[src/rtl/seq_divider_pkg.sv]
// Shared types and default widths for the sequential restoring divider.
package div_pkg;

  localparam int unsigned WN_DEFAULT = 6;
  localparam int unsigned WD_DEFAULT = 3;
  localparam int unsigned CNT_W      = $clog2(WN_DEFAULT);

  typedef enum logic [1:0] {
    IDLE,
    RUN,
    FIN
  } div_state_t;

endpackage

[src/rtl/seq_divider_if.sv]
// Start/busy/done handshake and operand/result bus of the divider.
interface seq_divider_if
  import div_pkg::*;
#(
  parameter int unsigned WN = WN_DEFAULT,
  parameter int unsigned WD = WD_DEFAULT
) ();

  logic          start;
  logic [WN-1:0] dividend;
  logic [WD-1:0] divisor;
  logic          busy;
  logic          done;
  logic [WN-1:0] quotient;
  logic [WD-1:0] remainder;
  logic          dbz;

  modport master (
    output start, dividend, divisor,
    input  busy, done, quotient, remainder, dbz
  );

  modport slave (
    input  start, dividend, divisor,
    output busy, done, quotient, remainder, dbz
  );

endinterface

[src/rtl/seq_divider_step.sv]
// One restoring-division step: shift in a dividend bit, conditionally subtract.
module div_step
  import div_pkg::*;
#(
  parameter int unsigned WD = WD_DEFAULT
) (
  input  logic [WD-1:0] part_i,
  input  logic          bit_i,
  input  logic [WD-1:0] divisor_i,
  output logic [WD-1:0] part_o,
  output logic          q_o
);

  logic [WD:0]   shifted;
  logic [WD-1:0] diff;

  // A successful subtract always leaves a value below the divisor, so the
  // low WD bits of the difference are exact.
  always_comb begin
    shifted = {part_i, bit_i};
    diff    = shifted[WD-1:0] - divisor_i;
    q_o     = (shifted >= {1'b0, divisor_i});
    part_o  = q_o ? diff : shifted[WD-1:0];
  end

endmodule

[src/rtl/seq_divider.sv]
// Iterative unsigned restoring divider, one quotient bit per clock, MSB first.
module seq_divider
  import div_pkg::*;
#(
  parameter int unsigned WN = WN_DEFAULT,
  parameter int unsigned WD = WD_DEFAULT
) (
  input logic          clk,
  input logic          rst,
  seq_divider_if.slave bus
);

  localparam int unsigned CW = $clog2(WN);

  div_state_t    state_q, state_d;
  logic [CW-1:0] cnt_q, cnt_d;
  logic [WN-1:0] dvd_q, dvd_d;
  logic [WN-1:0] quo_q, quo_d;
  logic [WD-1:0] dvs_q, dvs_d;
  logic [WD-1:0] part_q, part_d;
  logic [WN-1:0] q_out_q, q_out_d;
  logic [WD-1:0] r_out_q, r_out_d;
  logic          busy_q, busy_d;
  logic          done_q, done_d;
  logic          dbz_q, dbz_d;

  logic [WD-1:0] step_part;
  logic          step_bit;

  div_step #(.WD(WD)) u_step (
    .part_i    (part_q),
    .bit_i     (dvd_q[WN-1]),
    .divisor_i (dvs_q),
    .part_o    (step_part),
    .q_o       (step_bit)
  );

  always_comb begin
    state_d = state_q;
    cnt_d   = cnt_q;
    dvd_d   = dvd_q;
    quo_d   = quo_q;
    dvs_d   = dvs_q;
    part_d  = part_q;
    q_out_d = q_out_q;
    r_out_d = r_out_q;
    dbz_d   = dbz_q;
    done_d  = 1'b0;

    unique case (state_q)
      IDLE: begin
        if (bus.start) begin
          dvd_d   = bus.dividend;
          dvs_d   = bus.divisor;
          part_d  = '0;
          quo_d   = '0;
          cnt_d   = '0;
          state_d = (bus.divisor == '0) ? FIN : RUN;
        end
      end
      RUN: begin
        part_d = step_part;
        dvd_d  = {dvd_q[WN-2:0], 1'b0};
        quo_d  = {quo_q[WN-2:0], step_bit};
        if (cnt_q == CW'(WN - 1)) begin
          cnt_d   = '0;
          state_d = FIN;
        end else begin
          cnt_d = cnt_q + CW'(1);
        end
      end
      FIN: begin
        done_d  = 1'b1;
        state_d = IDLE;
        if (dvs_q == '0) begin
          q_out_d = '1;
          r_out_d = '0;
          dbz_d   = 1'b1;
        end else begin
          q_out_d = quo_q;
          r_out_d = part_q;
          dbz_d   = 1'b0;
        end
      end
      default: state_d = IDLE;
    endcase

    // Busy is registered from the next state so it rises on the accept edge.
    busy_d = (state_d != IDLE);
  end

  always_ff @(posedge clk or posedge rst) begin
    if (rst) begin
      state_q <= IDLE;
      cnt_q   <= '0;
      dvd_q   <= '0;
      quo_q   <= '0;
      dvs_q   <= '0;
      part_q  <= '0;
      q_out_q <= '0;
      r_out_q <= '0;
      busy_q  <= 1'b0;
      done_q  <= 1'b0;
      dbz_q   <= 1'b0;
    end else begin
      state_q <= state_d;
      cnt_q   <= cnt_d;
      dvd_q   <= dvd_d;
      quo_q   <= quo_d;
      dvs_q   <= dvs_d;
      part_q  <= part_d;
      q_out_q <= q_out_d;
      r_out_q <= r_out_d;
      busy_q  <= busy_d;
      done_q  <= done_d;
      dbz_q   <= dbz_d;
    end
  end

  assign bus.busy      = busy_q;
  assign bus.done      = done_q;
  assign bus.quotient  = q_out_q;
  assign bus.remainder = r_out_q;
  assign bus.dbz       = dbz_q;

endmodule

[src/flat_wrapper.sv]
// flat-port wrapper written by rule: the top's interface ports become plain ports
module seq_divider_flat import div_pkg::*;
#(
  parameter int unsigned WN = WN_DEFAULT,
  parameter int unsigned WD = WD_DEFAULT
)
  (clk, rst, bus_start, bus_dividend, bus_divisor, bus_busy, bus_done, bus_quotient, bus_remainder, bus_dbz);
  seq_divider_if #(.WN(WN), .WD(WD)) bus_i ();
  input logic clk;
  input logic rst;
  input wire logic [$bits(bus_i.start)-1:0] bus_start;
  input wire logic [$bits(bus_i.dividend)-1:0] bus_dividend;
  input wire logic [$bits(bus_i.divisor)-1:0] bus_divisor;
  output wire logic [$bits(bus_i.busy)-1:0] bus_busy;
  output wire logic [$bits(bus_i.done)-1:0] bus_done;
  output wire logic [$bits(bus_i.quotient)-1:0] bus_quotient;
  output wire logic [$bits(bus_i.remainder)-1:0] bus_remainder;
  output wire logic [$bits(bus_i.dbz)-1:0] bus_dbz;
  assign bus_i.start = bus_start;
  assign bus_i.dividend = bus_dividend;
  assign bus_i.divisor = bus_divisor;
  assign bus_busy = bus_i.busy;
  assign bus_done = bus_i.done;
  assign bus_quotient = bus_i.quotient;
  assign bus_remainder = bus_i.remainder;
  assign bus_dbz = bus_i.dbz;
  seq_divider #(.WN(WN), .WD(WD)) u_core (.clk(clk), .rst(rst), .bus(bus_i));
endmodule
[config.mk]
export PLATFORM = sky130hd
export DESIGN_NAME = seq_divider_flat
export DESIGN_NICKNAME = d
export VERILOG_FILES = /design/src/rtl/seq_divider_pkg.sv /design/src/rtl/seq_divider_if.sv /design/src/rtl/seq_divider_step.sv /design/src/rtl/seq_divider.sv /design/src/flat_wrapper.sv
export SDC_FILE = /design/constraint.sdc
export NUM_CORES = 1
export LEC_CHECK = 0
export CAP_MARGIN = 20
export CORE_MARGIN = 2
export CORE_UTILIZATION = 45
export CTS_CLUSTER_SIZE = 12
export DETAILED_ROUTE_END_ITERATION = 12
export PLACE_DENSITY = 0.67
export RECOVER_POWER = 50
export SYNTH_ARGS = -nofsm -noshare
export SYNTH_HDL_FRONTEND = slang
export SYNTH_SLANG_ARGS = --single-unit
[constraint.sdc]
create_clock -name clk -period 2.3 [get_ports clk]
set_input_delay 0.23 -clock clk [delete_from_list [all_inputs] [get_ports clk]]
set_output_delay 0.23 -clock clk [all_outputs]
set_load 0.005 [all_outputs]
==> out/metrics.cfg <==
[cells_and_area]
diodes = 0
fin_nets = 175
area_delta_synth_final_pct = 20.6
stdcell_count = 206
fin_util = 0.560
drive_above_1_share = 0.0938
stdcell_area_um2 = 1860

[power]
p_sw_frac = 0.358
power.leakage_nw = 0.819
power_density_nw_per_um2 = 1350
p_clk_frac = 0.121
ir_drop_mv = 0.556
pwr-share-comb = 0.447
p_int_mw = 1.60
power_switching_uw = 895
seq_power_share = 0.432

[route]
drtIter0Drc = 32
post_drt_wl_per_cell_um = 13.7
wl_met2_um = 1510
drt-total-wl_um = 2830
maxUsedRoutingLayer = met4
drc = 0
wl_met3_um = 83
dr_total_vias = 1095
vias_per_cell = 5.32
ant_nets = 0
wl_met1_um = 1200
first_pass_iters = 4

[timing]
worst_slew_pin_slew_ns = 0.854
fin_skew_ns = 0.00649
post-route-period-util = 0.801
hold_viol = 0
whs_ns = 0.488
rsz0062_at_grt = false
fmax_ghz = 0.543
setup_viol = 0
period_minus_slack_ns = 1.84
slew_violations = 0
relSlewSlack = 0.429
setup_tns_ns = 0

[synthesis]
synth-seq-cells = 35
synth_cells = 130
yosysMostFrequentCell = dfrtp_1
synthesis.nets = 146
avgSynthCellArea_um2 = 11.8
yosys.area.top_type = dfrtp_1
netlist.area_leader.share = 0.569
ys_top_cells_by_area = dfrtp_1 57%, a22o_1 5.7%, o21ai_0 3.6%
ys_seq_area_frac = 0.569
synth_edf_count = 0
yosysWarnings = 0
yosys.cell_types.count = 39
synth.top_cells.by_count = 35 x dfrtp_1, 12 x nand2_1, 11 x o21ai_0
synth-main-ff-cell = dfrtp_1
synthArstFlopShare = 1.00
netlist_area_um2 = 1540

[floorplanning]
start_util = 0.465
fp-row-count = 21
fp.coreArea_um2 = 3310
io_pins = 24
die_y_um = 62.5
fp.dieW_um = 62.5
dieArea_um2 = 3900

[placed_design]
gp_congestion = 0.893
hpwl_um = 2120
io_buffers = 23
dpl_cell_area_um2 = 1820
placed_cells = 198

[grt]
antenna_found_initial = 0
grt_max_degree = 36
grt_pass1_vias = 1149
grt_remaining_overflow = 0
grt_pass1_wl_um = 5260
grt_usage = 0.174

[worst_setup_path]
critPathCaptureType = register
ff2ff_setup_slack_ns = 0.46
r2r_start = u_core.dvd_q[5]$_DFFE_PP0P_
crit_type = register to register
path_max_fanout = 4
r2r_cells = 6
worstPathArrival_ns = 2.06
crit_required_ns = 2.51
crit_path_start_kind = register
r2r_end = u_core.part_q[2]$_DFFE_PP0P_

[min_path]
whs_endpoint = u_core.dvs_q[2]$_DFFE_PP0P_
hp-class = input pin to register
worstHoldStart = bus_divisor[2]
min_path_cells = 3

[cts]
clk_path_buf_depth = 2
cts_buffers = 5
cts.reportedPaths.clkPinSlew_ns = 0.10
post-cts-setup-buffers = 0
clock_latency_ns = 0.32
cts_tree = yes
cts-resized-gates = 0
clkSinkCount = 35
htree_levels = 2
ctsHoldBuffers = 0
cts-root-buf = clkbuf_4

[run]
max_cap_violations = 0

[run_status]
status = completed

## per-layer routing
| layer | up-vias | GRT usage |
|---|---|---|
| met5 | - | 0 |
| met4 | 0 | 0.0583 |
| met3 | 4 | 0.0631 |
| met2 | 18 | 0.304 |
| met1 | 538 | 0.197 |
| li1 | 535 | - |
## flip-flops by register name, indices dropped and copies added, names as in the netlist, 2 cells and up
| register | cells |
|---|---|
| u_core.dvd_q | 6 |
| u_core.quo_q | 6 |
| u_core.cnt_q | 3 |
| u_core.bus.quotient | 6 |
| u_core.part_q | 3 |
| u_core.dvs_q | 3 |
| u_core.state_q | 2 |
| u_core.bus.remainder | 3 |
## final cells by class
| cell class | count | area (um^2) |
|---|---|---|
| sequential | 35 | 876 |
| tap | 46 | 57.6 |
| inverter | 7 | 26.3 |
| timing repair buffer | 25 | 243 |
| clock inverter | 1 | 5.00 |
| fill | 303 | 1460 |
| multi-input combinational | 85 | 603 |
| clock buffer | 7 | 45.0 |
## power by group through the flow
stage	Combinational (mW)	Sequential (mW)	Clock (mW)
global placement	1.12	1.09	0
finish	1.12	1.08	0.302
CTS	1.15	1.09	0.319
floorplan	0.816	1.04	0
global route	1.27	1.13	0.361
detailed placement	1.14	1.10	0
## placed cells by master (no fill, tap or decap), drive strengths merged, types with 2 or more instances in the layout
master          n
nor2            3
ha              3
nor3b           2
nor2b           5
inv             7
nand2b          4
o21ai          13
nand2          13
a22oi           4
clkbuf          8
mux2i           2
clkdlybuf4s50  22
o22a            6
a22o           10
dfrtp          35
nor4            2
## stage by stage
step	worst slack (ns)	total power, mW
after floorplan	0.602	1.86
after global placement	0.513	2.21
after detailed placement	0.467	2.24
after CTS	0.435	2.56
after global routing	0.288	2.76
final	0.457	2.50
## worst max-delay path by stage
stage	cells after the start	slack [ns]	startpoint	end
final	6	0.46	u_core.dvd_q[5]$_DFFE_PP0P_	u_core.part_q[2]$_DFFE_PP0P_
after global routing	6	0.29	u_core.dvd_q[5]$_DFFE_PP0P_	u_core.part_q[2]$_DFFE_PP0P_
after CTS	6	0.43	u_core.dvd_q[5]$_DFFE_PP0P_	u_core.part_q[2]$_DFFE_PP0P_
after detailed placement	6	0.47	u_core.dvd_q[5]$_DFFE_PP0P_	u_core.part_q[2]$_DFFE_PP0P_
after global placement	6	0.51	u_core.dvd_q[5]$_DFFE_PP0P_	u_core.part_q[2]$_DFFE_PP0P_
after floorplan	6	0.60	u_core.dvd_q[5]$_DFFE_PP0P_	u_core.part_q[2]$_DFFE_PP0P_
## critical path, cell delays in order, from the launching register on
cell     delay [ns]
dfrtp_1        0.37
inv_1          0.05
ha_1           0.21
fa_1           0.47
nor2b_1        0.25
nor4_1         0.08
o41ai_1        0.31
## logic make-up after synthesis
logic type      count (synthesis)  synth area share
compound gates                 42             0.206
simple gates                   36             0.137
flops                          35             0.569
buf+inv                        10            0.0301
fa+ha+maj                       4            0.0374
mux                             3            0.0203
No activity file was read; power rests on OpenSTA's default activity.
